## src/rtl/sd_dac_multi.sv

```systemverilog
// sd_dac_multi: multi-channel sigma-delta audio DAC, 1st/2nd order, valid/ready sample port
// Ports:
//   Clk, Reset       system clock, asynchronous active-high reset
//   Ce               modulator step strobe
//   In_Valid/Ready   sample-set handshake into a one-deep pending buffer
//   In_Data          CHANNELS packed samples, ch0 in the low WIDTH bits
//   Mute             load mid-scale on every step, hold the pending buffer
//   Underrun         step taken with the pending buffer empty (not while muted)
//   DACout           registered 1-bit modulator outputs, one per channel
module sd_dac_multi #(
    parameter int WIDTH    = 16,
    parameter int CHANNELS = 2,
    parameter int ORDER    = 1,
    parameter int SIGNED   = 1
) (
    input  logic                      Clk,
    input  logic                      Reset,
    input  logic                      Ce,
    input  logic                      In_Valid,
    output logic                      In_Ready,
    input  logic [CHANNELS*WIDTH-1:0] In_Data,
    input  logic                      Mute,
    output logic                      Underrun,
    output logic [CHANNELS-1:0]       DACout
);
    localparam int N = CHANNELS * WIDTH;
    localparam logic [N-1:0] MID = {CHANNELS{{1'b1, {(WIDTH-1){1'b0}}}}};

    logic [N-1:0] pend_q, pend_d, act_q, act_d;
    logic         pend_full_q, pend_full_d;
    logic         accept;

    assign In_Ready = ~pend_full_q;
    assign accept   = In_Valid & ~pend_full_q;
    assign Underrun = Ce & ~pend_full_q & ~Mute;

    // Samples are stored as offset codes; the sign flip of every lane is an XOR with MID.
    always_comb begin
        pend_d      = accept ? ((SIGNED != 0) ? In_Data ^ MID : In_Data) : pend_q;
        pend_full_d = accept | (pend_full_q & ~(Ce & ~Mute));
        act_d       = ~Ce ? act_q : Mute ? MID : pend_full_q ? pend_q : act_q;
    end

    always_ff @(posedge Clk or posedge Reset) begin
        if (Reset) begin
            pend_q      <= '0;
            pend_full_q <= 1'b0;
            act_q       <= MID;
        end else begin
            pend_q      <= pend_d;
            pend_full_q <= pend_full_d;
            act_q       <= act_d;
        end
    end

    for (genvar c = 0; c < CHANNELS; c++) begin : g_ch
        logic [WIDTH-1:0] u;
        logic             dac_q, dac_d;
        assign u         = act_q[c*WIDTH +: WIDTH];
        assign DACout[c] = dac_q;
        if (ORDER == 1) begin : g_o1
            logic [WIDTH-1:0] acc_q, acc_d;
            logic [WIDTH:0]   sum;
            always_comb begin
                sum   = {1'b0, acc_q} + {1'b0, u};
                acc_d = Ce ? sum[WIDTH-1:0] : acc_q;
                dac_d = Ce ? sum[WIDTH] : dac_q;
            end
            always_ff @(posedge Clk or posedge Reset) begin
                if (Reset) begin
                    acc_q <= '0;
                    dac_q <= 1'b0;
                end else begin
                    acc_q <= acc_d;
                    dac_q <= dac_d;
                end
            end
        end else begin : g_o2
            localparam int IW = WIDTH + 4;
            localparam logic signed [IW-1:0] HALF = IW'(1) << (WIDTH - 1);
            logic signed [IW-1:0] s, fb, i1_n, i2_n, i1_q, i1_d, i2_q, i2_d;
            // Both integrators wrap freely; the four guard bits keep them in range for stable inputs.
            always_comb begin
                s     = $signed({4'b0000, u}) - HALF;
                fb    = dac_q ? HALF : -HALF;
                i1_n  = i1_q + s - fb;
                i2_n  = i2_q + i1_n - fb;
                i1_d  = Ce ? i1_n : i1_q;
                i2_d  = Ce ? i2_n : i2_q;
                dac_d = Ce ? ~i2_n[IW-1] : dac_q;
            end
            always_ff @(posedge Clk or posedge Reset) begin
                if (Reset) begin
                    i1_q  <= '0;
                    i2_q  <= '0;
                    dac_q <= 1'b0;
                end else begin
                    i1_q  <= i1_d;
                    i2_q  <= i2_d;
                    dac_q <= dac_d;
                end
            end
        end
    end
endmodule
```

## config.mk

```make
export PLATFORM = sky130hd
export DESIGN_NAME = sd_dac_multi
export DESIGN_NICKNAME = d
export VERILOG_FILES = /design/src/rtl/sd_dac_multi.sv
export SDC_FILE = /design/constraint.sdc
export NUM_CORES = 1
export LEC_CHECK = 0
export ABC_AREA = 0
export BUFFER_PORTS_ARGS = -buffer_cell sky130_fd_sc_hd__buf_2
export CAP_MARGIN = 10
export CORE_AREA = 8 8 110 112
export DETAILED_ROUTE_END_ITERATION = 6
export DIE_AREA = 0 0 118 120
export PLACE_DENSITY = 0.67
export SLEW_MARGIN = 5
export SYNTH_ARGS = -nofsm -noshare
export SYNTH_HDL_FRONTEND = slang
export SYNTH_SLANG_ARGS = --single-unit
```

## constraint.sdc

```tcl
create_clock -name Clk -period 4.25 [get_ports Clk]
set_clock_uncertainty 0.2 [all_clocks]
set_input_delay 0.2125 -clock Clk [delete_from_list [all_inputs] [get_ports Clk]]
set_output_delay 0.2125 -clock Clk [all_outputs]
set_load 0.01 [all_outputs]
```

# Word-level counts from Yosys, hierarchy flattened

Index checks and enable logic that the tools add are counted.

$add $sub $neg: 2
Mux-type cells: 2
Bitwise gates (word level): 10
Reduce and logical (&&, ||, !) cells: 2

Operators by type and width:

| kind                                      | number |
|---|---|
| 32-bit two-way mux                        | 2 |
| 16-bit by 16-bit adder with 17-bit output | 2 |
| 1-bit bitwise AND                         | 5 |
| 1-bit NOT                                 | 3 |
| 2-bit NOT                                 | 1 |
| 2-bit AND reduction                       | 1 |
| 2-bit nonzero test                        | 1 |
| 1-bit OR                                  | 1 |

Flip-flop bits (word level): 99
Bits of input ports: 37
Output and inout bits: 4
Logic and storage cells: 23

# Logic depth before layout (Yosys ltp)

Depth in word-level cells: 5
Gate-level depth with buffers: 8
Mapped depth without buffers: 8

# Least setup slack after synthesis

OpenSTA, ideal clock, no wires.

Kind: flip-flop to flip-flop
Start: register act_q[0]
End: register g_ch[0].g_o1.acc_q[12]
Library setup time: 120 ps
Arrival time: 2305 ps
Required time: 3930 ps
Setup slack: 1625 ps
Stages on the path, launching flop included: 9
Buffers on the path: 0
Clock period less this slack: 2625 ps
Path through: dfrtp_1 -> ha_1 -> fa_1 -> a21o_1 -> a221oi_2 -> a311oi_1 -> o21a_1 -> or3_1 -> a31o_1

Word-level cells in the longest chain between the ends: 1

Ends and longest elaborated chain:

| what                                      | RTL line | text |
|---|---|---|
| start: declaration                        | 29       | `logic [N-1:0] pend_q, pend_d, act_q, act_d;` |
| start signal: assignment                  | 52       | `act_q <= act_d;` |
| 16-bit by 16-bit adder with 17-bit output | 65       | `sum = {1'b0, acc_q} + {1'b0, u};` |
| end signal: assignment                    | 71       | `acc_q <= '0;` |
| end signal: assignment                    | 74       | `acc_q <= acc_d;` |
| end: declaration                          | 62       | `logic [WIDTH-1:0] acc_q, acc_d;` |

No other way between the ends.
A chain may end at the register's enable or synchronous reset.

# Final worst setup path

Ends and elaborated chain as after synthesis.

==> summary.txt <==
GRT
  • Vias in the first global route: 3689
  • Largest net degree at the start of global routing: 62
  • Total GRT Usage: 0.153
  • Congestion Overflow GR: 0
  • Initial antenna violation count: 0
  • First-pass GRT wire length: 17.8 mm

Logic synthesis
  • Synth Cell Area: 5060 um2
  • Post-synthesis sequential area ratio: 0.490
  • Number of synthesized flops with an enable pin: 0
  • Count of cell types in the netlist: 46
  • Post-Syn Instances: 432
  • Yosys reg bits: 99
  • Syn Area/Cell: 11.7 um2
  • Synth warnings: 0
  • Mapped Nets: 503
  • Post-synthesis async set-or-reset flop share: 1.00
  • Most frequently used flop master after synthesis: dfrtp_1

Clock network
  • H-Tree Level Count: 3
  • Total CTS buffers: 9
  • Post-CTS Setup Bufs: 0
  • Root Buffer: clkbuf_8
  • CTS tree: built
  • CTS Sinks: 99
  • Clock Latency Late Sink: 0.36 ns
  • CTS max path bufs: 2
  • Clock Pin Slew Worst Setup and Hold Paths: 0.09 ns

Timing
  • Final setup violation count: 0
  • Final period utilization: 0.667
  • Min Tclk post-route: 2.83 ns
  • Slew Limit Fails: 0
  • Slew headroom: 0.307
  • Final Hold Viols: 0
  • Setup TNS: 0 ns
  • Least-Margin Pin Slew: 1.04 ns
  • RSZ-0062 raised after global routing: no
  • Fmax: 353 MHz
  • Worst setup margin: 1.42 ns

Layout
  • Area grow syn2layout: 17.2%
  • Antenna Cells: 0
  • # nets final: 574
  • Final Util: 0.564
  • Layout cell share with drive strength beyond 1: 0.241

Placement
  • DP Worst Slack: 1.43 ns
  • Post-detail-place hpwl: 6.82 mm
  • GPL Wtd Cong: 0.823
  • IO Port Bufs: 40

Critical path
  • Worst setup path category: reg -> reg
  • Arrival @ worst endpoint: 2.88 ns
  • Reg2reg setup slack: 1.42 ns
  • CP required: 4.30 ns
  • FF-to-FF path depth: 8
  • Critical path fanouts, max: 4
  • Worst setup EP type: flip-flop
  • Startpoint Class: flip-flop

Worst hold path
  • Hold Path Depth: 3
  • Hold Crit Class: in -> reg

Route
  • Antenna Nets Post-Route: 0
  • DRT iter0 DRCs: 140
  • WL final: 10.0 mm
  • DR WL/cell: 15.5 um
  • TritonRoute pass-1 iters: 4
  • Via Count: 3598
  • Vias/cell: 5.56
  • # DRC: 0

Flow run
  • Max-capacitance violation count: 0

Power
  • VDD IR max: 314 uV
  • Power Density: 598 nW/um2
  • LEAKAGE: 2.71 nW

Die
  • Core Area: 10500 um2
  • Starting Density: 0.482
  • Die area: 14200 um2
  • Die Width: 118 um
  • Row count: 38
  • Die height: 120 um
  • Number of I/O pins: 41

Run status
  • Status: finished, final reports clean
final timing paths:
kind                                             from                                  to
worst max-delay path             act_q[0]$_DFFE_PP0P_  g_ch[0].g_o1.acc_q[12]$_DFFE_PP0P_
worst min-delay path                               Ce                act_q[4]$_DFFE_PP0P_
worst max register to register   act_q[0]$_DFFE_PP0P_  g_ch[0].g_o1.acc_q[12]$_DFFE_PP0P_
worst min register to register  pend_q[8]$_DFFE_PP0P_                act_q[8]$_DFFE_PP0P_
max in group asynchronous                       Reset               act_q[31]$_DFFE_PP1P_
min in group asynchronous                       Reset              pend_q[18]$_DFFE_PP0P_
stage by stage:
step | cell area [um2] | hold slack (ns) | std cells | power [mW]
6_report | 5930 | 0.129 | 647 | 3.55
5_1_grt | 5930 | 0.111 | 647 | 3.85
4_1_cts | 5930 | 0.105 | 647 | 3.58
3_5_place_dp | 5410 | 0.207 | 598 | 2.97
3_3_place_gp | 5410 | 0.203 | 598 | 2.91
2_1_floorplan | 5060 | 0.0972 | 432 | 2.67
routing by layer:
metal	vias up	wire [um]	track usage
li1	1739	-	-
met1	1799	5030	0.205
met2	52	4460	0.232
met3	8	392	0.0442
met4	0	125	0.0560
met5	-	0	0
state kept, by name, summed over array words and instances, names as in the netlist:
name             cells
pend_full_q          1
act_q               32
g_ch.dac_q           2
pend_q              32
g_ch.g_o1.acc_q     32
worst max-delay path: stages (launching register included):
cell and delay, ns:
dfrtp_1 0.39, ha_1 0.22, fa_1 0.41, a21o_1 0.23, a221oi_2 0.38, a311oi_1 0.19, o21a_1 0.21, or3_1 0.30
a31o_1 0.21
final cells by class:
| class | instances | area, um2 |
|---|---|---|
| Clock buffer | 12 | 135 |
| Clock inverter | 3 | 40.0 |
| Fill cell | 882 | 4580 |
| Inverter | 13 | 51.3 |
| Multi-Input combinational cell | 301 | 2470 |
| Sequential cell | 99 | 2480 |
| Tap cell | 140 | 175 |
| Timing Repair Buffer | 79 | 578 |
synth_stat cells, types with 3 or more instances:
library cell / count / area, um2
nor2_1: 20 / 75.1
o22ai_1: 3 / 18.8
mux2_2: 52 / 586
o21ai_0: 12 / 60.1
o21bai_1: 9 / 67.6
o211ai_1: 4 / 30.0
dfrtp_1: 97 / 2430
nand4_1: 4 / 25.0
nand3_1: 9 / 45.0
a21o_1: 9 / 67.6
clkbuf_1: 15 / 56.3
nand2_1: 13 / 48.8
xor2_1: 7 / 61.3
a21oi_1: 33 / 165
o21a_1: 4 / 30.0
nor2b_1: 6 / 37.5
xnor2_1: 16 / 140
a22o_1: 30 / 263
ha_1: 32 / 400
a31oi_1: 5 / 31.3
inv_1: 13 / 48.8
where the power goes:
group          switching [mW]  internal, mW  leakage [nW]
clock                   0.300         0.268        0.0902
sequential              0.177          1.25          1.20
combinational           0.768         0.786          1.42
total                    1.24          2.30          2.71
cell families after synthesis:
group,synth area share
AO/OA/AOI/OAI,0.181
XOR/XNOR,0.0398
adder cells (fa/ha/maj),0.0870
buffers and inverters,0.0252
flip-flops,0.490
multiplexers,0.116
AND/OR/NAND/NOR,0.0608
cells in the final DEF (no fill, tap or decap), drive strengths merged, types with 4 or more instances in the layout:
| cell type | synthesis | routed |
|---|---|---|
| a21o | 9 | 9 |
| a21oi | 33 | 33 |
| a22o | 30 | 30 |
| a31oi | 5 | 5 |
| buf | 4 | 45 |
| clkbuf | 15 | 12 |
| dfrtp | 97 | 97 |
| dlygate4sd3 | 0 | 34 |
| ha | 32 | 32 |
| inv | 13 | 13 |
| mux2 | 52 | 52 |
| nand2 | 13 | 13 |
| nand3 | 9 | 9 |
| nand4 | 4 | 4 |
| nor2 | 20 | 20 |
| nor2b | 6 | 6 |
| o211ai | 4 | 4 |
| o21a | 4 | 4 |
| o21ai | 12 | 12 |
| o21bai | 9 | 9 |
| xnor2 | 16 | 16 |
| xor2 | 7 | 7 |
what timing repair did:
item                                   CTS  global route
hold buffers                            34             0
resized for setup                        0             0
endpoints found under the hold margin   93             0
Power figures use the tool's default switching activity.
